==> config.mk <==
export PLATFORM = sky130hd
export DESIGN_NAME = mod_mul_dual_flat
export DESIGN_NICKNAME = d
export VERILOG_FILES = /design/src/rtl/mod_mul_dual_if.sv /design/src/rtl/mod_mul_dual.sv /design/src/flat_wrapper.sv
export SDC_FILE = /design/constraint.sdc
export NUM_CORES = 2
export LEC_CHECK = 0
export BUFFER_PORTS_ARGS = -buffer_cell sky130_fd_sc_hd__buf_2
export CORE_MARGIN = 2
export CORE_UTILIZATION = 55
export CTS_CLUSTER_SIZE = 24
export DETAILED_ROUTE_END_ITERATION = 12
export GPL_TIMING_DRIVEN = 0
export HOLD_SLACK_MARGIN = 0.12
export PLACE_DENSITY = 0.78
export RECOVER_POWER = 25
export SYNTH_ARGS = -nofsm -noshare
export SYNTH_HDL_FRONTEND = slang
export SYNTH_SLANG_ARGS = --single-unit
==> constraint.sdc <==
create_clock -name clk -period 21.4 [get_ports clk]
set_input_delay 0 -clock clk [delete_from_list [all_inputs] [get_ports clk]]
set_output_delay 0 -clock clk [all_outputs]
set_load 0.02 [all_outputs]
==> src/rtl/mod_mul_dual_if.sv <==
// Operand/result bundle between the NTT datapath and the dual-mode modular multiplier.
// The master drives operands and the enable; the slave (multiplier) returns the product.
interface mod_mul_dual_if;
  logic        mm_en;
  logic        mm_valid_in;
  logic        mm_mode;
  logic [23:0] mm_a;
  logic [23:0] mm_b;
  logic [23:0] mm_prod;
  logic        mm_valid_out;
  logic        mm_mode_out;

  modport master (
    output mm_en, mm_valid_in, mm_mode, mm_a, mm_b,
    input  mm_prod, mm_valid_out, mm_mode_out
  );

  modport slave (
    input  mm_en, mm_valid_in, mm_mode, mm_a, mm_b,
    output mm_prod, mm_valid_out, mm_mode_out
  );
endinterface

==> src/rtl/mod_mul_dual.sv <==
// Four-stage Barrett modular multiplier: two 12-bit lanes mod KQ (mode 0)
// or one 24-bit lane mod DQ (mode 1), with a global stall enable.
module mod_mul_dual #(
  parameter int KQ = 3329,
  parameter int DQ = 8380417
) (
  input logic          clk,
  input logic          rst,
  mod_mul_dual_if.slave mm
);

  localparam int LAT = 4;

  localparam logic [23:0] KQ_V = 24'(KQ);
  localparam logic [47:0] DQ_V = 48'(DQ);
  // Barrett reciprocals: floor(2^24/KQ) for the lanes, floor(2^48/DQ) for the wide path
  localparam logic [23:0] M0   = 24'((64'd1 << 24) / 64'(KQ));
  localparam logic [47:0] M1   = 48'((64'd1 << 48) / 64'(DQ));

  logic [LAT-1:0] vld;
  logic [LAT-1:0] mode;
  logic [23:0]    a1, b1;
  logic [47:0]    x2, x3, qq3;
  logic [23:0]    prod4;

  logic [47:0]    x2_d, qq3_d;
  logic [23:0]    prod4_d;

  function automatic logic [23:0] lane_qq(input logic [23:0] x);
    logic [47:0] t;
    logic [23:0] quot;
    t    = 48'(x) * 48'(M0);
    quot = 24'(t >> 24);
    return quot * KQ_V;
  endfunction

  function automatic logic [47:0] wide_qq(input logic [47:0] x);
    logic [95:0] t;
    logic [47:0] quot;
    t    = 96'(x) * 96'(M1);
    quot = 48'(t >> 48);
    return quot * DQ_V;
  endfunction

  // The quotient estimate undershoots by at most 2, so two subtractions fully reduce
  function automatic logic [23:0] fix_up(input logic [24:0] r_in, input logic [24:0] q);
    logic [24:0] r;
    r = r_in;
    if (r >= q) r = r - q;
    if (r >= q) r = r - q;
    return r[23:0];
  endfunction

  always_comb begin
    x2_d = '0;
    if (mode[0])
      x2_d = 48'(a1) * 48'(b1);
    else
      x2_d = {24'(a1[23:12]) * 24'(b1[23:12]), 24'(a1[11:0]) * 24'(b1[11:0])};
  end

  always_comb begin
    qq3_d = '0;
    if (mode[1])
      qq3_d = wide_qq(x2);
    else
      qq3_d = {lane_qq(x2[47:24]), lane_qq(x2[23:0])};
  end

  always_comb begin
    prod4_d = '0;
    if (mode[2])
      prod4_d = fix_up(25'(x3 - qq3), 25'(DQ));
    else
      prod4_d = {12'(fix_up(25'(x3[47:24] - qq3[47:24]), 25'(KQ))),
                 12'(fix_up(25'(x3[23:0]  - qq3[23:0]),  25'(KQ)))};
  end

  always_ff @(posedge clk or negedge rst) begin
    if (!rst) begin
      vld   <= '0;
      mode  <= '0;
      a1    <= '0;
      b1    <= '0;
      x2    <= '0;
      x3    <= '0;
      qq3   <= '0;
      prod4 <= '0;
    end else if (mm.mm_en) begin
      vld   <= {vld[LAT-2:0], mm.mm_valid_in};
      mode  <= {mode[LAT-2:0], mm.mm_mode};
      a1    <= mm.mm_a;
      b1    <= mm.mm_b;
      x2    <= x2_d;
      x3    <= x2;
      qq3   <= qq3_d;
      prod4 <= prod4_d;
    end
  end

  assign mm.mm_prod      = prod4;
  assign mm.mm_valid_out = vld[LAT-1];
  assign mm.mm_mode_out  = mode[LAT-1];

endmodule

==> src/flat_wrapper.sv <==
// flat-port wrapper written by rule: the top's interface ports become plain ports
module mod_mul_dual_flat 
#(
  parameter int KQ = 3329,
  parameter int DQ = 8380417
)
  (clk, rst, mm_mm_en, mm_mm_valid_in, mm_mm_mode, mm_mm_a, mm_mm_b, mm_mm_prod, mm_mm_valid_out, mm_mm_mode_out);
  mod_mul_dual_if mm_i ();
  input logic clk;
  input logic rst;
  input wire logic [$bits(mm_i.mm_en)-1:0] mm_mm_en;
  input wire logic [$bits(mm_i.mm_valid_in)-1:0] mm_mm_valid_in;
  input wire logic [$bits(mm_i.mm_mode)-1:0] mm_mm_mode;
  input wire logic [$bits(mm_i.mm_a)-1:0] mm_mm_a;
  input wire logic [$bits(mm_i.mm_b)-1:0] mm_mm_b;
  output wire logic [$bits(mm_i.mm_prod)-1:0] mm_mm_prod;
  output wire logic [$bits(mm_i.mm_valid_out)-1:0] mm_mm_valid_out;
  output wire logic [$bits(mm_i.mm_mode_out)-1:0] mm_mm_mode_out;
  assign mm_i.mm_en = mm_mm_en;
  assign mm_i.mm_valid_in = mm_mm_valid_in;
  assign mm_i.mm_mode = mm_mm_mode;
  assign mm_i.mm_a = mm_mm_a;
  assign mm_i.mm_b = mm_mm_b;
  assign mm_mm_prod = mm_i.mm_prod;
  assign mm_mm_valid_out = mm_i.mm_valid_out;
  assign mm_mm_mode_out = mm_i.mm_mode_out;
  mod_mul_dual #(.KQ(KQ), .DQ(DQ)) u_core (.clk(clk), .rst(rst), .mm(mm_i));
endmodule
# Yosys cells after proc, flatten, opt, wreduce, memory -nomap -nowiden
# Index checks and enable logic that the tools add are counted.
word_totals:
  ff_bits: 224
  out_inout_bits: 26
  input_bits: 53
  elab_cells: 44
op_classes:
  order_cmp: 6
  addsub: 9
  n_mux: 12
  multipliers: 9
ops:
  columns: ["cell", "n"]
  rows:
  - ["25-bit 2-to-1 mux", 6]
  - ["25-bit by 12-bit greater-or-equal comparator with 1-bit output, second input constant", 4]
  - ["48-bit 2-to-1 mux", 2]
  - ["24-bit by 13-bit multiplier with 37-bit output, second input constant", 2]
  - ["48-bit by 24-bit multiplier with 72-bit output, second input constant", 1]
  - ["25-bit by 23-bit greater-or-equal comparator with 1-bit output, second input constant", 2]
  - ["24-bit by 24-bit subtractor with 25-bit output", 2]
  - ["25-bit by 12-bit subtractor with 25-bit output, second input constant", 2]
  - ["12-bit by 12-bit multiplier with 24-bit output", 2]
  - ["13-bit by 12-bit multiplier with 24-bit output, second input constant", 2]
  - ["24-bit by 24-bit multiplier with 48-bit output", 1]
  - ["26-bit by 23-bit multiplier with 48-bit output, second input constant", 1]
  - ["24-bit 2-to-1 mux", 2]
  - ["25-bit by 23-bit subtractor with 25-bit output, second input constant", 1]
  - ["25-bit subtractor", 1]
  - ["12-bit 2-to-1 mux", 2]
  - ["12-bit subtractor, second input constant", 2]
  - ["24-bit by 23-bit subtractor with 24-bit output, second input constant", 1]

# Logic depth before layout (Yosys ltp)
logic_depth:
  depth_word: 7
  ltp_mapped: 49
  depth_no_buf: 49

# Worst setup path after synthesis
# No wires, ideal clock.
synth_timing:
  kind: "register to register"
  start: "register u_core.x2[42]"
  end: "register u_core.qq3[43]"
  arrival_ps: 11452
  stages_incl_launch_ff: 46
  slack_ps: 9866
  period_less_slack_ps: 11534
  setup_time_ps: 82
  required_ps: 21318
  cell_sequence: "dfrtp_1 > inv_1 > fa_1 > inv_1 > fa_1 > inv_1 > fa_1 > inv_1 > ha_1 > ha_1 > a21o_1 > a21o_1 > a21oi_1 > o21ai_0 > a2111oi_0 > o211ai_1 > and3_1 > nor2_1 > [10 not listed] > inv_1 > fa_1 > inv_1 > ha_1 > ha_1 > nor2b_1 > o21a_1 > o31a_1 > o41a_1 > a41o_1 > o221ai_1 > o211ai_1 > o41ai_1 > o21a_1 > nand2b_1 > nor4bb_1 > o21ai_0 > a31oi_1"
synth_via:
  elab_chain_cells: 3
  word_cells_on_any_way: 5
  cone_classes: "4 x mul; 1 x mux"
synth_lines:
  columns: ["element", "line_no", "rtl"]
  rows:
  - ["start, declared", "mod_mul_dual.sv:23", "logic [47:0] x2, x3, qq3;"]
  - ["start signal, assigned", "mod_mul_dual.sv:85", "x2 <= '0;"]
  - ["start signal, assigned", "mod_mul_dual.sv:94", "x2 <= x2_d;"]
  - ["48-bit by 24-bit multiplier with 72-bit output / 24-bit by 13-bit multiplier with 37-bit output (equally long branches)", "mod_mul_dual.sv:40, mod_mul_dual.sv:32", null]
  - ["26-bit by 23-bit multiplier with 48-bit output / 13-bit by 12-bit multiplier with 24-bit output (equally long branches)", "mod_mul_dual.sv:42, mod_mul_dual.sv:34", null]
  - ["48-bit 2-to-1 mux *", "mod_mul_dual.sv:64", "if (mode[1])"]
  - ["end signal, assigned", "mod_mul_dual.sv:96", "qq3 <= qq3_d;"]
  - ["end, declared", "mod_mul_dual.sv:23", null]
# Every way passes the cells marked *; elsewhere a longest branch is shown, timed or not.
# A chain may end at the register's enable or synchronous reset.

# Worst setup path after layout
layout_timing:
  start: "register u_core.x2[45]"
  end: "register u_core.qq3[43]"
# Same word-level chain as after synthesis.

==> impl_metrics.env <==
export IMPL_synth_seq_cells=224
export IMPL_syn_inst=6999
export IMPL_track_usage_pct=34.2
export IMPL_syn2layout_area_growth_pct=6.15
export IMPL_dieArea_um2=120000
export IMPL_grt_pass1_wl_mm=313
export IMPL_synth_edf_count=0
export IMPL_synth_warnings=0
export IMPL_top_level_ports=79
export IMPL_violations="max-capacitance violations, max-slew violations"
export IMPL_tritoncts="done"
export IMPL_path_max_fanout=10
export IMPL_clock_skew_ns=0.0321
export IMPL_vias=51549
export IMPL_grt_max_degree=108
export IMPL_period_share_pct=70.0
export IMPL_core_area_um2=116000
export IMPL_rsz0062_at_grt="no"
export IMPL_grt_antenna_before_repair=10
export IMPL_postSynthAreaPerCell_um2=9.20
export IMPL_cp_data_required_time_ns=21.91
export IMPL_crit_top_cell="fa_1"
export IMPL_hpwl_mm=167
export IMPL_io_buffers=77
export IMPL_final_antenna_net_count=0
export IMPL_h_tree_depth=2
export IMPL_fillers=9895
export IMPL_drive_gt1_share_pct=4.20
export IMPL_grt_pass1_vias=53588
export IMPL_cp_slowest_cell="xor2_1"
export IMPL_critical_path_max_stage_delay_ns=1.08
export IMPL_cts_buffer_depth=3
export IMPL_cp_top_family="adder cells"
export IMPL_syn_area_um2=64400
export IMPL_drv_slew=108
export IMPL_synth_area_leaders="fa_1 32%, ha_1 20%, inv_1 8.8%"
export IMPL_synth_top_area_share_pct=32.2
export IMPL_async_flop_share_pct=100
export IMPL_die_x_um=346
export IMPL_place_gp_congestion=1.01
export IMPL_grt_overflow_total=0
export IMPL_cts_root_buf="clkbuf_16"
export IMPL_start_kind="register"
export IMPL_clk_latency_ns=0.60
export IMPL_drv_cap=1
export IMPL_status="finished with violations"
export IMPL_yosysSeqAreaShare_pct=8.70
export IMPL_synth_top_area_cell="fa_1"
export IMPL_slew_limit_headroom_pct=-343
export IMPL_cp_arrival_ns=15.50
export IMPL_fin_nets=9309
export IMPL_clock_sinks=224
export IMPL_setup_viol=0
export IMPL_critPathKind="register to register"
export IMPL_die_h_um=346
export IMPL_critPathCaptureType="register"
export IMPL_crit_buf_inv=5
export IMPL_viasPerCell=5.91
export IMPL_synth_cell_types=119
export IMPL_fmax_ghz=0.0667
export IMPL_yosys_top_cells_count="1504 x inv_1, 1053 x ha_1, 1035 x fa_1, 552 x nand2_1, 290 x nor2_1"
export IMPL_hold_violations=0
export IMPL_synth_most_common_cell="inv_1"
export IMPL_row_count=125
export IMPL_post_route_drc_count=0
export IMPL_cts_buffers=34
export IMPL_wl_per_cell_um=23.2
export IMPL_initial_utilization_pct=55.4
export IMPL_yosys_most_used_dff="dfrtp_1"
export IMPL_drt_first_pass_iters=8
export IMPL_clk_pin_slew_ns=0.06
export IMPL_synth_fp_nets=9140
export IMPL_routed_wl_mm=202
export IMPL_drt_iter0_drc=4600
export IMPL_period_minus_slack_ns=14.98
export IMPL_min_path_type="input port to register"
export IMPL_tns_ns=0
export IMPL_worst_pin_slew_ns=6.64
==> logic make-up (layout without fill, tap and decap cells) <==
group / after synthesis / count (layout) / share of synthesized area, %
and+or+nand+nor: 1542 / 1542 / 11.7
muxes: 139 / 139 / 2.37
buffers and inverters: 1706 / 1899 / 10.0
xor gates and xnor gates: 312 / 312 / 4.31
AOI/OAI and AO/OA: 981 / 981 / 10.2
DFF: 224 / 224 / 8.70
other: 0 / 7 / 0
adders and majority gates: 2095 / 2095 / 52.7
==> state kept, by name, indices dropped and copies added (netlist names) <==
register and cells:
u_core.x2 48, u_core.mm.mm_prod 24, u_core.x3 48, u_core.qq3 48
u_core.b1 24, u_core.mode 4, u_core.vld 4, u_core.a1 24
==> metal layers <==
layer	GRT usage [%]	vias to the layer above	share of wire (%)
li1	-	22850	-
met3	8.64	611	10
met2	53.6	2431	45
met4	16.7	10	5.8
met5	0	-	0.036
met1	44.3	25647	39
==> final timing paths <==
check | slack, ns | from | cells after the start | end
max | 6.42 | u_core.x2[45] | 42 | u_core.qq3[43]
min in group asynchronous | 1.02 | rst | 4 | u_core.mm.mm_prod[22]
max in group asynchronous | 14.42 | rst | 4 | u_core.b1[16]
max reg2reg | 6.42 | u_core.x2[45] | 42 | u_core.qq3[43]
min | 0.19 | mm_mm_valid_in | 3 | u_core.vld[0]
min reg2reg | 0.50 | u_core.mm.mm_prod[10] | 2 | u_core.mm.mm_prod[10]
==> cell type report <==
cell class | instances | area (µm²) | share of cell area, %
Multi-Input combinational cell | 5069 | 52400 | 76.6
Clock inverter | 16 | 154 | 0.225
Timing Repair Buffer | 133 | 925 | 1.35
Antenna cell | 7 | 17.5 | 0.0256
Clock buffer | 44 | 958 | 1.40
Tap cell | 1524 | 1910 | 2.79
Sequential cell | 224 | 5610 | 8.20
Inverter | 1509 | 5660 | 8.28
Buffer | 197 | 787 | 1.15
==> stage by stage <==
stage / setup WS, ns / std cells / hold slack, ns / cell area [µm²] / utilization, %
global route: 6.12 / 8717 / 0.194 / 68400 / 58.8
finish: 6.42 / 8723 / 0.186 / 68400 / 58.8
floorplan: 9.87 / 6999 / -0.296 / 64400 / -
detailed placement: 6.68 / 8603 / -0.140 / 66800 / 57.5
global placement: 6.92 / 8600 / 0.231 / 66700 / 57.4
CTS: 6.65 / 8716 / 0.158 / 68400 / 58.9
==> cells in the final DEF, fill, tap and decap left out, types with 12 or more instances in the layout <==
master         netlist  routed
nand4_1             30      30
a21o_1             110     110
o31a_1              12      12
and3_1              26      26
xor2_1              87      87
nand2_1            552     552
nor2b_1             35      35
a211oi_1            24      24
mux2i_1             33      33
xnor2_1            221     221
a211o_1             12      12
fa_1              1035    1035
clkbuf_16            0      34
nor3_1              86      86
nor4_1              21      21
o21a_1              40      40
or3_1               30      30
o22ai_1             12      12
o31ai_1             18      18
ha_1              1053    1053
o21bai_1            37      37
o21ai_0            180     179
o211ai_1            36      36
o21ai_1             11      12
and2_1             263     263
inv_1             1504    1504
nor2_1             290     290
dfrtp_1            224     224
buf_2               11      69
a31oi_1             47      47
and4_1              13      13
nand3_1             82      82
dlygate4sd3_1        0      52
mux2_2             105     105
a21oi_1            268     268
a21boi_0            16      16
nand2b_1            48      48
clkbuf_1           169     191
==> worst register-to-register path: cells and delay by family (launching register included) <==
family | cells | cell delay (ns)
simple gates | 5 | 1.12
compound gates | 17 | 5.07
xor+xnor | 3 | 1.89
buf+inv | 5 | 0.54
fa+ha+maj | 12 | 5.48
flops | 1 | 0.76
==> what timing repair did <==
item | CTS | global route
buffers inserted | 0 | 0
endpoints found under the hold margin | 176 | 0
resized for setup | 0 | 0
hold buffers | 53 | 0
Power is left out: the tool's default activity adds up to more than one toggle a clock period on the data nets, which glitch-free logic cannot reach.
